===== config.mk =====
export PLATFORM = sky130hd
export DESIGN_NAME = ahb_fir_cfg_slave_flat
export DESIGN_NICKNAME = d
export VERILOG_FILES = /design/src/rtl/ahb_fir_cfg_slave_if.sv /design/src/rtl/ahb_fir_cfg_slave.sv /design/src/flat_wrapper.sv
export SDC_FILE = /design/constraint.sdc
export NUM_CORES = 1
export LEC_CHECK = 0
export ABC_AREA = 1
export CAP_MARGIN = 20
export CORE_ASPECT_RATIO = 1.1
export CORE_MARGIN = 3
export CORE_UTILIZATION = 45
export CTS_CLUSTER_DIAMETER = 40
export DETAILED_ROUTE_END_ITERATION = 10
export DONT_BUFFER_PORTS = 1
export GPL_TIMING_DRIVEN = 0
export MAX_ROUTING_LAYER = met4
export PLACE_DENSITY_LB_ADDON = 0.08
export SLEW_MARGIN = 20
export SYNTH_ARGS = -nofsm -noshare
export SYNTH_HDL_FRONTEND = slang
export SYNTH_SLANG_ARGS = --single-unit

===== constraint.sdc =====
create_clock -name clk -period 3 [get_ports clk]
set_input_delay 0.6 -clock clk [delete_from_list [all_inputs] [get_ports clk]]
set_output_delay 0.6 -clock clk [all_outputs]
set_load 0.01 [all_outputs]

===== src/rtl/ahb_fir_cfg_slave_if.sv =====
`default_nettype none
// ============================================================================
// Module   : ahb_fir_cfg_slave_if
// Brief    : AHB-lite style bus bundle for the FIR configuration slave.
// Revision : 1.0
// ============================================================================
interface ahb_fir_cfg_slave_if #(
    parameter int DATA_BYTES = 2,
    parameter int ADDR_WIDTH = 4
);
    logic                    hsel;
    logic [1:0]              htrans;
    logic [ADDR_WIDTH-1:0]   haddr;
    logic [1:0]              hsize;
    logic                    hwrite;
    logic [8*DATA_BYTES-1:0] hwdata;
    logic [8*DATA_BYTES-1:0] hrdata;
    logic                    hresp;

    modport master (
        output hsel, htrans, haddr, hsize, hwrite, hwdata,
        input  hrdata, hresp
    );

    modport slave (
        input  hsel, htrans, haddr, hsize, hwrite, hwdata,
        output hrdata, hresp
    );
endinterface
`default_nettype wire


===== src/rtl/ahb_fir_cfg_slave.sv =====
`default_nettype none
// ============================================================================
// Module   : ahb_fir_cfg_slave
// Brief    : AHB slave holding FIR coefficients, a sample FIFO and status.
// Revision : 1.0
// ============================================================================
module ahb_fir_cfg_slave #(
    parameter int DATA_BYTES = 2,
    parameter int NUM_COEFF  = 4,
    parameter int FIFO_DEPTH = 4,
    parameter int ADDR_WIDTH = 4
) (
    input  logic                         clk,
    input  logic                         rst,
    ahb_fir_cfg_slave_if.slave           bus,
    input  logic [8*DATA_BYTES-1:0]      fir_out,
    input  logic                         modwait,
    input  logic                         err,
    output logic [8*DATA_BYTES-1:0]      sample_data,
    output logic                         data_ready,
    output logic [8*DATA_BYTES-1:0]      fir_coefficient,
    output logic                         new_coefficient_set,
    input  logic [$clog2(NUM_COEFF)-1:0] coefficient_num
);
    localparam int C_DW         = 8 * DATA_BYTES;
    localparam int C_LANE_W     = $clog2(DATA_BYTES);
    localparam int C_CNUM_W     = $clog2(NUM_COEFF);
    localparam int C_PTR_W      = (FIFO_DEPTH > 1) ? $clog2(FIFO_DEPTH) : 1;
    localparam int C_REG_STATUS = 0;
    localparam int C_REG_RESULT = 1;
    localparam int C_REG_SAMPLE = 2;
    localparam int C_REG_COEF0  = 3;
    localparam int C_REG_CSET   = 3 + NUM_COEFF;

    logic                  r_valid;
    logic [ADDR_WIDTH-1:0] r_addr;
    logic [1:0]            r_size;
    logic                  r_write;

    logic [C_DW-1:0]       r_coeff [NUM_COEFF];
    logic [C_DW-1:0]       r_mem   [FIFO_DEPTH];
    logic [C_PTR_W-1:0]    r_wptr;
    logic [C_PTR_W-1:0]    r_rptr;
    logic [3:0]            r_count;
    logic                  r_data_ready;
    logic [C_DW-1:0]       r_sample;
    logic                  r_ncs;
    logic                  r_modwait_d;

    logic                  w_accept;
    int                    w_idx;
    int                    w_off;
    int                    w_bytes;
    logic                  w_size_ok;
    logic                  w_align_ok;
    logic                  w_full;
    logic                  w_error;
    logic                  w_wr_ok;
    logic                  w_rd_ok;
    logic                  w_push;
    logic                  w_pop;
    logic                  w_cset;
    logic                  w_ncs_clr;
    logic [DATA_BYTES-1:0] w_lane;
    logic [C_DW-1:0]       w_bmask;
    logic [C_DW-1:0]       w_status;
    logic [C_DW-1:0]       w_coef_rd;
    logic [C_DW-1:0]       w_rdata;
    logic [C_DW-1:0]       w_fir_coef;

    assign w_accept = bus.hsel && (bus.htrans == 2'b10 || bus.htrans == 2'b11);

    // Address phase register; cleared by reset so a pending transfer is dropped.
    always_ff @(posedge clk or posedge rst) begin
        if (rst) begin
            r_valid <= 1'b0;
            r_addr  <= '0;
            r_size  <= '0;
            r_write <= 1'b0;
        end else begin
            r_valid <= w_accept;
            if (w_accept) begin
                r_addr  <= bus.haddr;
                r_size  <= bus.hsize;
                r_write <= bus.hwrite;
            end
        end
    end

    always_comb begin
        w_idx      = int'(r_addr >> C_LANE_W);
        w_off      = int'(r_addr[C_LANE_W-1:0]);
        w_bytes    = 1 << r_size;
        w_size_ok  = (w_bytes <= DATA_BYTES);
        w_align_ok = ((int'(r_addr) & (w_bytes - 1)) == 0);
        w_full     = (w_bytes == DATA_BYTES);
        w_lane     = '0;
        w_bmask    = '0;
        for (int b = 0; b < DATA_BYTES; b++) begin
            w_lane[b]          = (b >= w_off) && (b < w_off + w_bytes);
            w_bmask[8*b +: 8]  = {8{w_lane[b]}};
        end

        w_error = 1'b0;
        if (!w_size_ok || !w_align_ok || (w_idx > C_REG_CSET)) begin
            w_error = 1'b1;
        end else if (r_write) begin
            if (w_idx == C_REG_STATUS || w_idx == C_REG_RESULT) begin
                w_error = 1'b1;
            end else if (w_idx == C_REG_SAMPLE) begin
                w_error = !w_full || (r_count == 4'(FIFO_DEPTH));
            end else if (w_idx < C_REG_CSET) begin
                w_error = r_ncs;
            end
        end else if (w_idx == C_REG_SAMPLE) begin
            w_error = 1'b1;
        end

        w_wr_ok = r_valid && r_write && !w_error;
        w_rd_ok = r_valid && !r_write && !w_error;
        w_push  = w_wr_ok && (w_idx == C_REG_SAMPLE);
        w_pop   = (|r_count) && !modwait && !r_data_ready;
        w_cset  = w_wr_ok && (w_idx == C_REG_CSET) && w_lane[0] && bus.hwdata[0];
    end

    assign w_ncs_clr = r_modwait_d && !modwait &&
                       (coefficient_num == C_CNUM_W'(NUM_COEFF - 1));

    // Coefficient writes commit at the end of the data phase, so a read whose
    // data phase follows directly already sees the new value.
    always_ff @(posedge clk or posedge rst) begin
        if (rst) begin
            for (int i = 0; i < NUM_COEFF; i++) begin
                r_coeff[i] <= '0;
            end
        end else if (w_wr_ok) begin
            for (int i = 0; i < NUM_COEFF; i++) begin
                if (w_idx == C_REG_COEF0 + i) begin
                    r_coeff[i] <= (r_coeff[i] & ~w_bmask) | (bus.hwdata & w_bmask);
                end
            end
        end
    end

    always_ff @(posedge clk) begin
        if (w_push) begin
            r_mem[r_wptr] <= bus.hwdata;
        end
    end

    always_ff @(posedge clk or posedge rst) begin
        if (rst) begin
            r_wptr       <= '0;
            r_rptr       <= '0;
            r_count      <= '0;
            r_data_ready <= 1'b0;
            r_sample     <= '0;
        end else begin
            r_data_ready <= w_pop;
            if (w_push) begin
                r_wptr <= (r_wptr == C_PTR_W'(FIFO_DEPTH - 1)) ? '0 : r_wptr + 1'b1;
            end
            if (w_pop) begin
                r_sample <= r_mem[r_rptr];
                r_rptr   <= (r_rptr == C_PTR_W'(FIFO_DEPTH - 1)) ? '0 : r_rptr + 1'b1;
            end
            case ({w_push, w_pop})
                2'b10:   r_count <= r_count + 4'd1;
                2'b01:   r_count <= r_count - 4'd1;
                default: r_count <= r_count;
            endcase
        end
    end

    // A fresh coefficient set takes priority over a simultaneous release.
    always_ff @(posedge clk or posedge rst) begin
        if (rst) begin
            r_ncs       <= 1'b0;
            r_modwait_d <= 1'b0;
        end else begin
            r_modwait_d <= modwait;
            if (w_cset) begin
                r_ncs <= 1'b1;
            end else if (w_ncs_clr) begin
                r_ncs <= 1'b0;
            end
        end
    end

    always_comb begin
        w_status       = '0;
        w_status[0]    = modwait | r_ncs | (|r_count);
        w_status[1]    = err;
        w_status[7:4]  = r_count;
        w_coef_rd      = '0;
        w_fir_coef     = '0;
        for (int i = 0; i < NUM_COEFF; i++) begin
            if (w_idx == C_REG_COEF0 + i) begin
                w_coef_rd = r_coeff[i];
            end
            if (int'(coefficient_num) == i) begin
                w_fir_coef = r_coeff[i];
            end
        end

        w_rdata = '0;
        if (w_rd_ok) begin
            if (w_idx == C_REG_STATUS) begin
                w_rdata = w_status;
            end else if (w_idx == C_REG_RESULT) begin
                w_rdata = fir_out;
            end else if (w_idx == C_REG_CSET) begin
                w_rdata = {{(C_DW-1){1'b0}}, r_ncs};
            end else begin
                w_rdata = w_coef_rd;
            end
        end
    end

    assign bus.hrdata          = w_rdata;
    assign bus.hresp           = r_valid && w_error;
    assign sample_data         = r_sample;
    assign data_ready          = r_data_ready;
    assign new_coefficient_set = r_ncs;
    assign fir_coefficient     = w_fir_coef;

endmodule
`default_nettype wire

===== src/flat_wrapper.sv =====
// flat-port wrapper written by rule: the top's interface ports become plain ports
module ahb_fir_cfg_slave_flat 
#(
    parameter int DATA_BYTES = 2,
    parameter int NUM_COEFF  = 4,
    parameter int FIFO_DEPTH = 4,
    parameter int ADDR_WIDTH = 4
)
  (clk, rst, fir_out, modwait, err, sample_data, data_ready, fir_coefficient, new_coefficient_set, coefficient_num, bus_hsel, bus_htrans, bus_haddr, bus_hsize, bus_hwrite, bus_hwdata, bus_hrdata, bus_hresp);
  ahb_fir_cfg_slave_if #(.DATA_BYTES(DATA_BYTES), .ADDR_WIDTH(ADDR_WIDTH)) bus_i ();
  input  logic clk;
  input  logic rst;
  input  logic [8*DATA_BYTES-1:0] fir_out;
  input  logic modwait;
  input  logic err;
  output logic [8*DATA_BYTES-1:0] sample_data;
  output logic data_ready;
  output logic [8*DATA_BYTES-1:0] fir_coefficient;
  output logic new_coefficient_set;
  input  logic [$clog2(NUM_COEFF)-1:0] coefficient_num;
  input wire logic [$bits(bus_i.hsel)-1:0] bus_hsel;
  input wire logic [$bits(bus_i.htrans)-1:0] bus_htrans;
  input wire logic [$bits(bus_i.haddr)-1:0] bus_haddr;
  input wire logic [$bits(bus_i.hsize)-1:0] bus_hsize;
  input wire logic [$bits(bus_i.hwrite)-1:0] bus_hwrite;
  input wire logic [$bits(bus_i.hwdata)-1:0] bus_hwdata;
  output wire logic [$bits(bus_i.hrdata)-1:0] bus_hrdata;
  output wire logic [$bits(bus_i.hresp)-1:0] bus_hresp;
  assign bus_i.hsel = bus_hsel;
  assign bus_i.htrans = bus_htrans;
  assign bus_i.haddr = bus_haddr;
  assign bus_i.hsize = bus_hsize;
  assign bus_i.hwrite = bus_hwrite;
  assign bus_i.hwdata = bus_hwdata;
  assign bus_hrdata = bus_i.hrdata;
  assign bus_hresp = bus_i.hresp;
  ahb_fir_cfg_slave #(.DATA_BYTES(DATA_BYTES), .NUM_COEFF(NUM_COEFF), .FIFO_DEPTH(FIFO_DEPTH), .ADDR_WIDTH(ADDR_WIDTH)) u_core (.clk(clk), .rst(rst), .bus(bus_i), .fir_out(fir_out), .modwait(modwait), .err(err), .sample_data(sample_data), .data_ready(data_ready), .fir_coefficient(fir_coefficient), .new_coefficient_set(new_coefficient_set), .coefficient_num(coefficient_num));
endmodule

==> results.ini <==
[route]
vias = 6569
dr.pass1.iters = 5
antenna_left = 0
wl_mm = 22.8
drc_errors = 0
wl_per_cell_um = 19.8
detail_route.iter0.violations = 622
viasPerCell = 5.70

[grt]
antenna_found_initial = 0
grt_pass1_vias = 6582
overflow = 0
grt_max_degree = 35
gr-usage-all-layers = 0.246
grt_pass1_wl_mm = 36.3

[clocking]
clock_latency_ns = 0.42
tritoncts = done
cts.sinks = 163
ctsHtreeMaxLevel = 4
path_clk_slew_ns = 0.07
cts_made_buffers = 17
root_buffer = clkbuf_16
clock_tree.buffer_depth = 2

[synth]
synth_edf_count = 64
async_flop_share = 0.607
synth_ff_type = dfrtp_1
avgSynthCellArea_um2 = 9.15
synth_seq_area_share = 0.548
ys_ff_latch = 163
yosys_warnings = 0
syn_area_um2 = 8020
synth_nets = 936
yosysUniqueCellTypes = 31
synthCells = 877

[die]
rows = 50
ios = 99
fp.dieH_um = 146
die_x_um = 133
start_util = 0.465
die_area_um2 = 19500
coreArea_um2 = 17300

[critical_path]
cp_max_fo = 10
worstPathArrival_ns = 2.29
cp-start-kind = register
critical_path_class = reg2out
worstPathRequired_ns = 2.40
cp-end-kind = output port

[hold_path]
hold_class = in2async

[power]
cell_internal_pwr_mw = 4.47
power_switching_mw = 2.52
max-vdd-ir-drop_mv = 0.422
sequentialPowerShare = 0.441
fin_total_pwr_mw = 6.99
powerDensity_nw_per_um2 = 767
p_comb_frac = 0.261
power_frac_clock = 0.298
total_leakage_power_nw = 3.80
sw_frac_of_total = 0.361

[finish]
final_cell_mix = nand2_1, dfrtp_1, nand4_1
stdcell_count = 1153
drive_above_1_share = 0.124
fin_nets = 964
final_common_cell = nand2_1
final_cell_area_um2 = 9120
areaGrowthSynthToFinish_pct = 13.7

[placed_design]
dp_hpwl_mm = 16.9
port-buffer-count = 0
dp_cells = 1118
place_congestion = 0.990
dpl_cell_area_um2 = 8450

[sta]
rsz0062_at_grt = false
fin_crit_ns = 2.89
fin_crit_sh = 0.965
skew_ns = 0.00878
hold_viol = 0
finalSetupViolations = 0
slew_headroom = 0.454
slew_viol_final = 0
fmax_mhz = 346
worst_pin_slew_ns = 0.819

[run_status]
status = finished, final reports clean

[job]
drv_cap = 0

[layout make-up]
| cell class | count | area, um^2 |
|---|---|---|
| Clock buffer | 18 | 429 |
| Inverter | 54 | 206 |
| Timing Repair Buffer | 10 | 139 |
| Tap cell | 234 | 293 |
| Clock inverter | 14 | 130 |
| Multi-Input combinational cell | 609 | 3210 |
| Fill cell | 1637 | 8150 |
| Sequential cell | 163 | 4400 |
| Buffer | 50 | 313 |
| Antenna cell | 1 | 2.50 |
[worst max-delay path, stage by stage, from the launching register on]
cell	delay (ns)
dfrtp_1	0.48
nor2_4	0.24
inv_2	0.10
nor2_8	0.16
inv_2	0.09
clkbuf_2	0.22
o21ai_1	0.18
nand2_1	0.06
o21ai_1	0.20
a21oi_2	0.14
[synth_stat cells, types with 5 or more instances]
library cell    n  share of area
ha_1           11          0.017
o2111ai_1      11          0.012
inv_2           7         0.0033
nand3_1        22          0.014
nand4_1        67          0.052
nand2_1       287           0.13
buf_2          11         0.0069
o21ai_1        18          0.011
a21oi_1        53          0.033
clkbuf_1       29          0.014
inv_1          47          0.022
a32o_1         16          0.020
nand3_4         7          0.015
o21ai_0        59          0.037
nor2_1         35          0.016
edfxtp_1       64           0.24
a221oi_1        5         0.0055
dfrtp_1        99           0.31
[power by group through the flow]
stage               sequential [mW]  combinational, mW  clock, mW
global route                   3.14               2.07       2.22
detailed placement             3.12               1.78          0
floorplan                      3.01               1.31          0
CTS                            3.08               1.80       2.11
global placement               3.10               1.71          0
finish                         3.09               1.82       2.08
[per-stage QoR]
step / utilization / hold slack [ns] / setup TNS [ns] / setup WS (ns)
2_1_floorplan: - / 0.442 / 0 / 0.503
3_3_place_gp: 0.482 / 0.456 / -10.37 / -0.184
3_5_place_dp: 0.489 / 0.464 / 0 / 0.0405
4_1_cts: 0.524 / 0.0541 / -0.0393 / -0.0161
5_1_grt: 0.528 / 0.0757 / 0 / 0.0163
6_report: 0.528 / 0.0560 / 0 / 0.106
[routing by layer]
metal  global-route usage  vias to the layer above  part of all wire
met5                    -                        -                 0
met4               0.0988                        0             0.027
met3               0.0500                       36             0.070
met2                0.390                      278              0.48
met1                0.310                     3157              0.42
li1                     -                     3098                 -
[repair_timing]
action / in CTS / in global routing
resized for setup: 10 / 23
endpoints found under the setup margin: 16 / 18
hold buffers: 0 / 0
pin swaps: 2 / 1
buffers inserted: 1 / 2
[final timing paths]
kind,startpoint,to,slack (ns),depth (start not counted)
max in group asynchronous,rst,asynchronous set/reset pin,2.26,3
min in group clk,modwait,u_core.r_modwait_d$_DFF_PP0_,0.20,0
worst min register to register,register,register,0.48,2
worst min-delay path,rst,u_core.sample_data[5]$_DFFE_PP0P_,0.06,1
worst max-delay path,u_core.r_addr[2]$_DFFE_PP0P_,bus_hrdata[7],0.11,9
worst max register to register,u_core.r_count[0]$_DFFE_PP0P_,u_core.r_count[2]$_DFFE_PP0P_,0.30,11
[logic make-up after synthesis]
logic type / after synthesis / synth area share
flip-flops: 163 / 0.548
XOR/XNOR: 5 / 0.00546
AO/OA/AOI/OAI: 163 / 0.120
AND/OR/NAND/NOR: 430 / 0.245
adder cells (fa/ha/maj): 11 / 0.0172
buffers and inverters: 105 / 0.0638
Power figures use the tool's default switching activity.
